File: src/rtl/cv32e40s_pkg.sv
// Shared LSU/OBI types and helpers for the data-side write buffer.
// Optional bypass of the write buffer is selected with CV32E40S_WBUF_BYPASS_EN.
package cv32e40s_pkg;

  localparam int unsigned WBUF_DEPTH_MAX = 4;

  // Write buffer states, derived from the occupancy count
  localparam logic [1:0] WBUF_EMPTY   = 2'd0;
  localparam logic [1:0] WBUF_PARTIAL = 2'd1;
  localparam logic [1:0] WBUF_FULL    = 2'd2;

  typedef struct packed {
    logic [31:0] addr;
    logic        we;
    logic [3:0]  be;
    logic [31:0] wdata;
    logic [1:0]  memtype;
    logic [2:0]  prot;
  } obi_data_req_t;

  function automatic logic is_bufferable_store(obi_data_req_t trans);
    return trans.we && trans.memtype[0];
  endfunction

endpackage

File: src/rtl/cv32e40s_wbuf_fifo.sv
// Circular FIFO holding posted bufferable stores for the LSU write buffer.
module cv32e40s_wbuf_fifo
  import cv32e40s_pkg::*;
#(
  parameter int unsigned DEPTH = 2,
  localparam int unsigned CNT_WIDTH = $clog2(DEPTH + 1)
) (
  input  logic                 clk,
  input  logic                 rst_n,
  input  logic                 push,
  input  obi_data_req_t        push_data,
  input  logic                 pop,
  output obi_data_req_t        head,
  output logic [CNT_WIDTH-1:0] cnt
);

  localparam int unsigned PTR_W = (DEPTH > 1) ? $clog2(DEPTH) : 1;

  obi_data_req_t        mem [DEPTH];
  logic [PTR_W-1:0]     wptr;
  logic [PTR_W-1:0]     rptr;
  logic [CNT_WIDTH-1:0] cnt_q;

  // Pointers wrap at DEPTH, which need not be a power of two
  function automatic logic [PTR_W-1:0] next_ptr(logic [PTR_W-1:0] ptr);
    return (ptr == PTR_W'(DEPTH - 1)) ? '0 : ptr + PTR_W'(1);
  endfunction

  always_ff @(posedge clk) begin
    if (!rst_n) begin
      cnt_q <= '0;
      wptr  <= '0;
      rptr  <= '0;
      for (int i = 0; i < int'(DEPTH); i++) begin
        mem[i] <= '0;
      end
    end else begin
      if (push) begin
        mem[wptr] <= push_data;
        wptr      <= next_ptr(wptr);
      end
      if (pop) begin
        rptr <= next_ptr(rptr);
      end
      case ({push, pop})
        2'b10:   cnt_q <= cnt_q + CNT_WIDTH'(1);
        2'b01:   cnt_q <= cnt_q - CNT_WIDTH'(1);
        default: cnt_q <= cnt_q;
      endcase
    end
  end

  assign head = mem[rptr];
  assign cnt  = cnt_q;

`ifndef SYNTHESIS
  a_no_overflow: assert property (@(posedge clk) disable iff (!rst_n)
    !(push && (cnt_q == CNT_WIDTH'(DEPTH))));
  a_no_underflow: assert property (@(posedge clk) disable iff (!rst_n)
    !(pop && (cnt_q == '0)));
`endif

endmodule

File: src/rtl/cv32e40s_lsu_write_buffer.sv
// Posted-write buffer between the LSU response filter and the data OBI port.
// Define CV32E40S_WBUF_BYPASS_EN to let bufferable stores skip an empty buffer.
module cv32e40s_lsu_write_buffer
  import cv32e40s_pkg::*;
#(
  parameter int unsigned DEPTH = 2,
  localparam int unsigned CNT_WIDTH = $clog2(DEPTH + 1)
) (
  input  logic                 clk,
  input  logic                 rst_n,
  input  logic                 valid_i,
  input  obi_data_req_t        trans_i,
  output logic                 ready_o,
  output logic                 valid_o,
  output obi_data_req_t        trans_o,
  input  logic                 ready_i,
  output logic                 busy_o,
  output logic [CNT_WIDTH-1:0] cnt_o
);

  if ((DEPTH < 1) || (DEPTH > WBUF_DEPTH_MAX)) begin : g_depth_check
    $error("cv32e40s_lsu_write_buffer: DEPTH out of range 1..4");
  end

  logic                 bufferable_i;
  logic                 push;
  logic                 pop;
  logic                 bypass;
  logic [1:0]           state;
  logic [CNT_WIDTH-1:0] cnt;
  obi_data_req_t        head;

  cv32e40s_wbuf_fifo #(
    .DEPTH (DEPTH)
  ) u_fifo (
    .clk       (clk),
    .rst_n     (rst_n),
    .push      (push),
    .push_data (trans_i),
    .pop       (pop),
    .head      (head),
    .cnt       (cnt)
  );

  assign bufferable_i = valid_i && is_bufferable_store(trans_i);

  assign state = (cnt == '0)                  ? WBUF_EMPTY :
                 (cnt == CNT_WIDTH'(DEPTH))   ? WBUF_FULL  : WBUF_PARTIAL;

`ifdef CV32E40S_WBUF_BYPASS_EN
  // A store offered to an idle bus completes directly; otherwise it is queued
  assign bypass = bufferable_i && (state == WBUF_EMPTY) && ready_i;
`else
  assign bypass = 1'b0;
`endif

  assign pop  = (state != WBUF_EMPTY) && ready_i;
  // FULL blocks enqueue even when a dequeue happens in the same cycle
  assign push = bufferable_i && (state != WBUF_FULL) && !bypass;

  always_comb begin
    valid_o = 1'b0;
    trans_o = trans_i;
    if (state != WBUF_EMPTY) begin
      valid_o = 1'b1;
      trans_o = head;
    end else begin
`ifdef CV32E40S_WBUF_BYPASS_EN
      valid_o = valid_i;
`else
      valid_o = valid_i && !is_bufferable_store(trans_i);
`endif
    end
  end

  // Non-bufferable transfers wait for an empty buffer to keep bus order
  assign ready_o = is_bufferable_store(trans_i) ? (state != WBUF_FULL)
                                               : ((state == WBUF_EMPTY) && ready_i);

  assign busy_o = (state != WBUF_EMPTY) || valid_i;
  assign cnt_o  = cnt;

endmodule
File: config.mk
export PLATFORM = sky130hd
export DESIGN_NAME = cv32e40s_lsu_write_buffer
export DESIGN_NICKNAME = d
export VERILOG_FILES = /design/src/rtl/cv32e40s_pkg.sv /design/src/rtl/cv32e40s_wbuf_fifo.sv /design/src/rtl/cv32e40s_lsu_write_buffer.sv
export SDC_FILE = /design/constraint.sdc
export NUM_CORES = 1
export LEC_CHECK = 0
export CAP_MARGIN = 25
export CORE_ASPECT_RATIO = 1.75
export CORE_MARGIN = 1.5
export CORE_UTILIZATION = 35
export DETAILED_ROUTE_END_ITERATION = 8
export PLACE_DENSITY = 0.71
export SYNTH_ARGS = -nofsm -noshare
export SYNTH_HDL_FRONTEND = slang
export SYNTH_SLANG_ARGS = --single-unit
File: constraint.sdc
create_clock -name clk -period 7.25 [get_ports clk]
set_input_delay 1.45 -clock clk [delete_from_list [all_inputs] [get_ports clk]]
set_output_delay 1.45 -clock clk [all_outputs]
set_load 0.01 [all_outputs]
-- Word level (Yosys, flattened, before mapping)
Memory sizes are Yosys's and may differ from the RTL's. A register that Yosys moved wholly into a read port is not among the register bits.
Index checks and enable logic that the tools add are counted.
- $add $sub $neg: 4
- equal/unequal tests: 4
- multiplexer cells: 17
- reduce and logical (&&, ||, !) cells: 13
- operators with widths (operator ; count):
    74-bit 2-to-1 mux ; 2
    74-bit OR reduction ; 1
    1-bit 2-to-1 mux ; 12
    1-bit logical AND ; 6
    2-bit equality test, second input constant ; 2
    2-bit logical NOT ; 2
    2-bit 2-to-1 mux ; 2
    2-bit case mux with 2 select lines ; 1
    2-bit nonzero test ; 2
    1-bit adder, second input constant ; 2
    2-bit by 1-bit adder with 2-bit output, second input constant ; 1
    2-bit by 1-bit equality test with 1-bit output, second input constant ; 1
    2-bit != test, second input constant ; 1
    2-bit by 1-bit subtractor with 2-bit output, second input constant ; 1
    1-bit logical NOT ; 1
    1-bit logical OR ; 1
- flip-flop bits (word level): 4
- memory bits (writable): 148
- memories kept: 1
- memories (name ; depth ; width ; rd ports ; clocked after Yosys merged registers in ; wr ports ; RTL line ; text):
    u_fifo.mem ; 2 ; 74 ; 1 ; 1 ; 2 ; cv32e40s_wbuf_fifo.sv:19 ; obi_data_req_t mem [DEPTH];

-- Depth between registers and ports, before layout
Gate-level depths: netlist of run 1.
- word-level depth: 10
- gate-level depth with buffers: 6
- depth with buffers taken out: 6

-- Cells and area by module
From an unflattened synthesis of run 1, not the netlist that was laid out.
- cells, all modules: 590
- area, all modules: 7671.1 µm²
- modules (own cells, without submodules) (module ; times used ; cells each ; area each (µm²) ; seq. area each (µm²)):
    cv32e40s_wbuf_fifo ; 1 ; 499 ; 6520.0 ; 4544.4
    cv32e40s_lsu_write_buffer ; 1 ; 91 ; 1151.1 ; 0.0

-- Least setup slack after synthesis of run 1
No wires, ideal clock.
- path kind: input-to-reg
- start: in trans_i[3] (netlist bit)
- end: mem u_fifo.mem[1][0] (netlist bit) (enable)
- setup time: 0.434 ns
- arrival: 3.660 ns
- data required time: 6.816 ns
- path slack: 3.156 ns
- cell stages on the path: 5
- path through: and2_1 > nand4_1 > buf_4 > buf_6 > nand2_1
- RTL lines (what ; RTL line ; text):
    start, declared ; cv32e40s_lsu_write_buffer.sv:12 ; input obi_data_req_t trans_i,
    end, declared ; cv32e40s_wbuf_fifo.sv:19 ;

-- Worst setup path in the final report of run 1
- start: in trans_i[3] (netlist bit)
- end: out ready_o
- cells in the longest elaborated chain, start to end: 2
- RTL lines (what ; RTL line ; text):
    1-bit logical AND ; cv32e40s_pkg.sv:22 ; return trans.we && trans.memtype[0];
    1-bit 2-to-1 mux ; cv32e40s_lsu_write_buffer.sv:77 ; assign ready_o = is_bufferable_store(trans_i) ? (state != WBUF_FULL)
    end, declared ; cv32e40s_lsu_write_buffer.sv:13 ; output logic ready_o,
No other way between the ends.

==> results of run 1 <==
cell usage after synthesis:
| library cell | count | share of area [%] |
|---|---|---|
| buf_4 | 3 | 0.31 |
| buf_2 | 21 | 1.5 |
| nor2_1 | 225 | 12 |
| clkinv_1 | 1 | 0.052 |
| or2_1 | 1 | 0.087 |
| clkbuf_1 | 16 | 0.83 |
| inv_1 | 2 | 0.10 |
| buf_6 | 9 | 1.4 |
| ha_1 | 1 | 0.17 |
| o2bb2ai_1 | 1 | 0.12 |
| mux2i_1 | 74 | 10 |
| and2_1 | 2 | 0.17 |
| nand2b_1 | 1 | 0.087 |
| xnor2_1 | 1 | 0.12 |
| nand3_1 | 1 | 0.069 |
| a21o_1 | 1 | 0.10 |
| xor2_1 | 2 | 0.24 |
| or3_1 | 2 | 0.17 |
| edfxtp_1 | 148 | 62 |
| a21oi_1 | 77 | 5.3 |
| nand2_1 | 75 | 3.9 |
| dfxtp_1 | 5 | 1.4 |
| o21ai_0 | 2 | 0.14 |
| nand4b_2 | 1 | 0.21 |
| nand4_1 | 1 | 0.087 |
power by group through the flow:
stage | sequential (mW) | combinational (mW) | clock (mW)
floorplan | 1.05 | 0.418 | 0
global placement | 1.07 | 0.789 | 0
detailed placement | 1.07 | 0.796 | 0
CTS | 1.05 | 0.800 | 0.938
global route | 1.06 | 0.870 | 0.978
finish | 1.05 | 0.798 | 0.919
metal layers:
layer,global-route usage (%),vias to the layer above
met5,0,-
met4,7.254,0
met3,3.032,26
met2,29.47,131
met1,16.40,2445
li1,-,2584
worst max path at each step:
stage	endpoint	cells after the start
final	ready_o	5
after global routing	ready_o	5
after CTS	trans_o[38]	5
after detailed placement	ready_o	5
after global placement	ready_o	5
after floorplan	u_fifo.mem[1][0]	5
worst max-delay path, stage by stage:
cell,delay [ps]
clkdlybuf4s50_1,500
and2_1,310
a21oi_1,70
a21oi_1,120
clkdlybuf4s50_1,620
flip-flops by register name, summed over array words and instances (netlist names), named ones only:
| register | count |
|---|---|
| u_fifo.wptr | 1 |
| u_fifo.cnt | 2 |
| u_fifo.rptr | 1 |
| u_fifo.mem | 148 |
cells by family (layout without fill, tap and decap cells):
family	Yosys count	in the layout
and+or+nand+nor	309	309
DFF	153	153
AOI/OAI and AO/OA	81	81
muxes	74	74
buffers and inverters	52	198
xor gates and xnor gates	3	3
adders and majority gates	1	1
other	0	1
through the flow:
stage	std cells	setup WS, ps	util, %
final	1068	2724	47.14
after global routing	1068	2676	47.14
after detailed placement	1035	2752	44.00
after CTS	1066	2578	46.99
after floorplan	673	3156	-
after global placement	1033	2742	43.72
cell type report:
cell class              instances  area (µm²)  share of cell area [%]
repair buffers                164        1677                   17.53
inverters                       3       11.26                  0.1177
flip-flops and latches        153        4548                   47.55
clock buffers                  19       432.9                   4.526
multi-input cells             468        2407                   25.17
clock inverters                12       175.2                   1.832
diodes                          1       2.502                 0.02616
well taps                     248       310.3                   3.244
==> results by group, run 1 <==
Floorplan
  – Starting Density: 35.62%
  – Die height: 193.1 µm
  – Full die area: 21550 µm²
  – Die W: 111.6 µm
  – Cell row count: 69
  – # IOs: 157
  – Core ar.: 20290 µm²

Clocking
  – Number of buffers created by CTS: 17
  – CTS tree: yes
  – H-Tree Depth: 4
  – CTS Sinks: 153
  – Clock root cell: clkbuf_16
  – Post_cts resized: 0
  – Reg clk slew, reported paths: 60 ps
  – CTS max path bufs: 2
  – Worst skew pair latency: 410 ps
  – Setup Fix Bufs, Post-CTS: 0
  – Hold_buf cts: 0

Final layout
  – Commonest cells after routing, fill and taps aside: nor2_1 (225), clkdlybuf4s50_1 (155), edfxtp_1 (148)
  – FILL cells: 1892
  – Fin area: 9564 µm²
  – Layout cells sized above 1: 5.128%
  – Nets@finish: 886
  – Layout area overhead: 32.36%
  – Commonest non-fill, non-tap cell in the layout: nor2_1

Power and ir drop
  – Overall power: 2.766 mW
  – Power per cell area: 289.2 nW/µm²
  – Net Switching: 0.7662 mW
  – Sw frac: 27.70%
  – Int Pwr: 2.000 mW
  – Clock Power Share: 33.2%
  – Leak pwr: 3.324 nW
  – VDD IR max: 157.1 µV
  – Sequential share of power: 37.9%
  – Gate power share: 28.9%

Detailed routing
  – Drt drc: 0
  – DR vias/cell: 4.856
  – DR WL met2: 9090 µm
  – Per-cell routed wire length: 15.31 µm
  – WL final: 16350 µm
  – DRT antenna net count: 0
  – WL met3: 586 µm
  – Highest Signal Layer: met4
  – DR vias: 5186
  – Pre-antenna DRT Iters: 6
  – DRT met1 WL: 6232 µm
  – Initial drt markers: 217

Timing
  – Period utilization: 62.43%
  – Final setup TNS: 0 ps
  – Fmax achieved: 220.9 MHz
  – Slew Limit Headroom: 40.02%
  – Final Critical Period: 4526 ps
  – Final setup fails: 0
  – Layout Skew: 5.750 ps
  – Pins over their slew limit: 0
  – Worst hold slack: 507.0 ps
  – RSZ-0062 raised after global routing: no
  – Actual slew at the worst max-slew pin: 899.6 ps
  – Final Hold Vio Count: 0

Synthesis
  – FF+latch count, synth: 153
  – Main combinational cell family by area after synthesis: simple AND/OR/NAND/NOR gates
  – Post-synthesis mux area share: 10.25%
  – Syn_nets: 752
  – Synth Instances: 673
  – Yosys warnings: 0
  – Seq/Total Area, Yosys: 62.89%
  – Adder-Cell Fraction of Synth Area: 0.1732%
  – Synth unique cells: 25
  – Area of the mapped netlist: 7226 µm²
  – Mean Syn Cell Area: 10.74 µm²
  – Simple-gate share of the synthesized area: 16.47%
  – Synth Area in Compound Gates: 5.697%
  – Xor-xnor portion of the synthesized cell area: 0.3636%

Min path
  – Hold Path Depth: 2
  – Hold Startpoint: u_fifo.rptr
  – Worst Hold Class: reg -> reg

Job
  – Max-Cap Viols: 0

Placement
  – # port buffers: 156
  – RD Place Congestion: 0.7282
  – Dpl cell area: 8926 µm²
  – DPL Wire Length: 10080 µm

Critical path
  – Critical R2R Capture: u_fifo.mem[1][34]
  – Worst Path Max Fanout: 4
  – Reg2reg setup slack: 5240 ps
  – Reg2reg start: u_fifo.cnt[0]
  – Critical Path AT: 3080 ps
  – Critical Path Source Type: input port
  – Worst r2r path cells: 4
  – Worst Setup SP: trans_i[3]
  – Critical path type: in -> out
  – Worst Setup End Kind: primary output
  – Crit path required time: 5800 ps

GRT
  – First-pass GRT wire length: 25620 µm
  – Largest net degree at the start of global routing: 95
  – GRT Total Usage: 15.50%
  – Total grt overflow: 0
  – Number of global-route vias before repair: 5014
  – Initial antenna violation count: 1

Outcome
  – Status: complete, no violations
No activity file was read; power rests on OpenSTA's default activity.
==> inputs of run 2 (changes only) <==
==> constraint.sdc (replaced) <==
create_clock -name clk -period 4.3 [get_ports clk]
set_input_delay 0.86 -clock clk [delete_from_list [all_inputs] [get_ports clk]]
set_output_delay 0.86 -clock clk [all_outputs]
set_load 0.01 [all_outputs]
==> run 2 against run 1 <==
  * Worst hold slack worse by 2.8 ps
  * Flip-flop and latch count is the same
  * Clock power increased by 49%
  * Core utilization is 0.35 points lower
  * Die area unchanged
  * Clock-buffer cell count is 1 lower
  * Sequential power up 69%
==> results by group, run 2 (same netlist as run 1, synthesis figures left out) <==
Floorplan
  – Cell row count: 69
  – Die height: 193.1 µm
  – # IOs: 157
  – Full die area: 21550 µm²
  – Starting Density: 35.62%
  – Core ar.: 20290 µm²
  – Die W: 111.6 µm

Detailed routing
  – DR vias/cell: 4.863
  – DRT antenna net count: 0
  – Per-cell routed wire length: 15.37 µm
  – Drt drc: 0
  – WL final: 16470 µm
  – Pre-antenna DRT Iters: 4
  – DR vias: 5213
  – Initial drt markers: 305

Critical path
  – Critical path type: reg -> out
  – Critical Path AT: 2720 ps
  – Critical Path Source Type: flop
  – Crit path required time: 3440 ps
  – Worst Setup End Kind: primary output
  – Worst Path Max Fanout: 74

Timing
  – Final Critical Period: 3578 ps
  – Final setup fails: 0
  – Period utilization: 83.20%
  – Actual slew at the worst max-slew pin: 922.8 ps
  – Worst hold slack: 504.2 ps
  – Pins over their slew limit: 0
  – Final Hold Vio Count: 0
  – Fmax achieved: 279.5 MHz
  – RSZ-0062 raised after global routing: no
  – PnR worst setup slack: 722.4 ps
  – Layout Skew: 11.54 ps
  – Slew Limit Headroom: 38.48%
  – Final setup TNS: 0 ps

Power and ir drop
  – Sw frac: 29.52%
  – Power per cell area: 472.4 nW/µm²
  – Leak pwr: 3.293 nW
  – Int Pwr: 3.161 mW
  – Net Switching: 1.324 mW
  – Gate power share: 30.0%
  – Overall power: 4.485 mW
  – VDD IR max: 257.3 µV
  – Sequential share of power: 39.4%
  – Clock Power Share: 30.6%

Final layout
  – Layout cells sized above 1: 5.825%
  – Number of diodes: 0
  – Commonest non-fill, non-tap cell in the layout: nor2_1
  – Biggest register: u_fifo.mem
  – FILL cells: 1852
  – Commonest cells after routing, fill and taps aside: nor2_1 (225), clkdlybuf4s50_1 (155), edfxtp_1 (148)
  – Nets@finish: 890
  – Layout area overhead: 31.39%
  – Largest register FFs: 148
  – Post-layout util: 46.80%

Clocking
  – Hold_buf cts: 0
  – CTS Sinks: 153
  – Post_cts resized: 0
  – Clock root cell: clkbuf_16
  – H-Tree Depth: 4
  – Setup Fix Bufs, Post-CTS: 0
  – CTS max path bufs: 2
  – Number of buffers created by CTS: 17
  – Worst skew pair latency: 410 ps
  – Reg clk slew, reported paths: 60 ps
  – CTS tree: yes

Placement
  – DP Worst Slack: 873.0 ps
  – # port buffers: 156
  – RD Place Congestion: 0.7450
  – DPL Wire Length: 10450 µm

GRT
  – Initial antenna violation count: 0
  – Total grt overflow: 0
  – First-pass GRT wire length: 25900 µm
  – GRT Total Usage: 15.41%
  – Number of global-route vias before repair: 5185
  – Largest net degree at the start of global routing: 76

Min path
  – Worst Hold Class: reg -> reg

Outcome
  – Status: complete, no violations

Job
  – Max-Cap Viols: 0
[run 2: cell types whose count changed in the layout (fill, tap and decap cells not counted), moves of 2 or more]
| cell | previous run | this run |
|---|---|---|
| buf_4 | 5 | 10 |
| inv_8 | 0 | 3 |
| buf_12 | 0 | 2 |
| bufinv_16 | 4 | 0 |
| buf_16 | 3 | 0 |
| clkinvlp_4 | 2 | 4 |
[run 2: path summary, 6_finish.rpt]
check	start	to	slack [ps]	cells after the start
min reg2reg	u_fifo.rptr	flop	500	2
min	u_fifo.rptr	flop	500	2
max	u_fifo.cnt[0]	trans_o[66]	720	5
max reg2reg	u_fifo.cnt[0]	u_fifo.mem[1][39]	2320	4
[run 2: layer usage]
metal | part of all wire (%) | track usage, %
met5 | 0 | 0
met4 | 2.2 | 5.988
met2 | 57 | 30.82
met3 | 4.6 | 3.032
met1 | 37 | 15.48
[run 2: power groups by stage]
| stage | sequential (mW) | combinational, mW | clock, mW |
|---|---|---|---|
| global placement | 1.80 | 1.35 | 0 |
| finish | 1.77 | 1.35 | 1.37 |
| detailed placement | 1.80 | 1.36 | 0 |
| floorplan | 1.77 | 0.704 | 0 |
| global route | 1.78 | 1.47 | 1.46 |
| CTS | 1.77 | 1.37 | 1.40 |
[run 2: cell type report]
cell class,count,area (µm²),area share (%)
multi-input cells,468,2407,25.36
well taps,248,310.3,3.268
inverters,3,11.26,0.1186
clock buffers,18,429.2,4.520
flip-flops and latches,153,4548,47.90
repair buffers,168,1672,17.61
clock inverters,14,116.4,1.226
[run 2: metrics by stage]
step,instance area [µm²],std cells
final,9494,1072
after global placement,8949,1040
after detailed placement,8949,1040
after CTS,9494,1072
after floorplan,7226,673
after global routing,9494,1072
[run 2: worst max-delay path, stage by stage (launching register included)]
cell and delay [ps]:
dfxtp_1 460, or2_4 730, buf_4 350, nor2_1 60
a21oi_1 120, clkdlybuf4s50_1 560
==> inputs of run 3 (changes only) <==
==> constraint.sdc (replaced) <==
create_clock -name clk -period 3.5 [get_ports clk]
set_input_delay 0.7 -clock clk [delete_from_list [all_inputs] [get_ports clk]]
set_output_delay 0.7 -clock clk [all_outputs]
set_load 0.01 [all_outputs]
==> run 3 against run 2 <==
  * Power grew 22%
  * Die area is the same
  * Global-route usage grew 0.59 points
  * Setup slack lost 470 ps
  * Design area grew 0.12%
  * Clock power grew 19%
  * Flip-flop and latch count is the same
  * Largest power group unchanged
  * Highest routed layer unchanged
==> results by group, run 3 (same netlist as run 1, synthesis figures left out) <==
Final layout
  – Commonest non-fill, non-tap cell in the layout: nor2_1
  – Number of diodes: 0
  – Layout area overhead: 31.55%
  – Nets@finish: 894
  – Layout cells sized above 1: 6.039%
  – Largest register FFs: 148
  – Layout Cells excl Fill: 1076
  – Biggest register: u_fifo.mem
  – Commonest cells after routing, fill and taps aside: nor2_1 (225), clkdlybuf4s50_1 (155), edfxtp_1 (148)
  – Post-layout util: 46.85%
  – Fin area: 9505 µm²

Placement
  – RD Place Congestion: 0.7195
  – DP Cell Count: 1043
  – # port buffers: 156
  – DPL Wire Length: 10620 µm
  – Dpl cell area: 8984 µm²
  – DP Worst Slack: 375.5 ps

Floorplan
  – Core ar.: 20290 µm²
  – Full die area: 21550 µm²
  – Die height: 193.1 µm
  – Die W: 111.6 µm
  – # IOs: 157
  – Cell row count: 69
  – Starting Density: 35.62%

Timing
  – Final Hold Vio Count: 0
  – Final setup TNS: 0 ps
  – RSZ-0062 raised after global routing: no
  – Period utilization: 92.74%
  – Actual slew at the worst max-slew pin: 927.5 ps
  – Worst hold slack: 514.0 ps
  – Final setup fails: 0
  – Pins over their slew limit: 0
  – Slew Limit Headroom: 38.17%
  – PnR worst setup slack: 254.1 ps
  – Fmax achieved: 308.1 MHz
  – Layout Skew: 10.16 ps
  – Final Critical Period: 3246 ps

GRT
  – GR peak layer: met2
  – Largest net degree at the start of global routing: 76
  – First-pass GRT wire length: 26310 µm
  – Grt met1 use: 16.76%
  – Met2 Usage GRT: 30.06%
  – Number of global-route vias before repair: 5244
  – Total grt overflow: 0
  – Met3 Track Usage GR: 3.439%
  – GRT Total Usage: 16.00%
  – Initial antenna violation count: 0

Clocking
  – Worst skew pair latency: 420 ps
  – CTS Sinks: 153
  – Number of buffers created by CTS: 17
  – Hold_buf cts: 0
  – Reg clk slew, reported paths: 60 ps
  – Clock root cell: clkbuf_16
  – CTS max path bufs: 2
  – H-Tree Depth: 4
  – CTS tree: yes
  – Post_cts resized: 0
  – Setup Fix Bufs, Post-CTS: 0

Power and ir drop
  – Net Switching: 1.627 mW
  – Sequential share of power: 39.3%
  – Int Pwr: 3.865 mW
  – VDD IR max: 263.9 µV
  – Leak pwr: 3.303 nW
  – Clock Power Share: 29.7%
  – Power per cell area: 577.7 nW/µm²
  – Sw frac: 29.62%
  – Overall power: 5.491 mW
  – Gate power share: 31.0%

Critical path
  – Worst Setup SP: u_fifo.cnt[0]
  – Reg2reg start: u_fifo.cnt[1]
  – Crit path required time: 2800 ps
  – CP top delay family: buffers and inverters
  – Critical-path top delay cell: clkdlybuf4s50_1
  – Worst Setup End Kind: primary output
  – Critical path type: reg -> out
  – WP buf/inv: 2
  – Worst Path Max Fanout: 47
  – Critical Path Source Type: flop
  – Largest stage delay, worst path: 590 ps
  – Critical Path AT: 2550 ps
  – CP Cell Sequence: or2_4, buf_12, nor2_1, a21oi_1, clkdlybuf4s50_1

Outcome
  – Status: complete, no violations

Job
  – Max-Cap Viols: 0

Detailed routing
  – Per-cell routed wire length: 16.09 µm
  – WL final: 17310 µm
  – Drt drc: 0
  – Pre-antenna DRT Iters: 5
  – DR vias/cell: 4.846
  – DR vias: 5214
  – Initial drt markers: 277
  – DRT antenna net count: 0

Min path
  – Worst Hold Class: reg -> reg
  – Hold Startpoint: u_fifo.rptr
[run 3: cell types whose count changed in the layout (fill, tap and decap cells not counted), moves of 2 or more]
cell / delta
clkinv_4: -2
inv_8: -3
buf_4: +2
clkinv_2: +3
[run 3: worst paths after layout]
check	endpoint	slack, ps	depth (start not counted)
worst max register to register	u_fifo.mem[1][33]	1450	4
worst max-delay path	trans_o[28]	250	5
worst min-delay path	flop	510	2
worst min register to register	flop	510	2
[run 3: tightest hold or removal path, cell delays in order, from the launching register on]
cell     delay, ps
dfxtp_1        330
xor2_1          80
nor2_1          80
[run 3: cell type report]
type                    count  area, µm²
multi-input cells         469       2414
clock buffers              19      432.9
repair buffers            171       1707
fillers                  1884      10780
flip-flops and latches    153       4548
well taps                 248      310.3
inverters                   3      11.26
clock inverters            13      82.58
[run 3: power groups by stage]
stage | Combinational (mW) | Sequential [mW] | Clock, mW
2_1_floorplan | 0.865 | 2.17 | 0
3_5_place_dp | 1.71 | 2.20 | 0
6_report | 1.70 | 2.16 | 1.63
4_1_cts | 1.72 | 2.16 | 1.67
5_1_grt | 1.85 | 2.17 | 1.74
3_3_place_gp | 1.69 | 2.19 | 0
[run 3: layer usage]
layer / share of wire [%] / vias to the layer above / wire, µm
li1: - / 2598 / -
met1: 38 / 2455 / 6628
met2: 55 / 133 / 9575
met3: 3.4 / 28 / 583
met4: 3.0 / 0 / 524
met5: 0 / - / 0
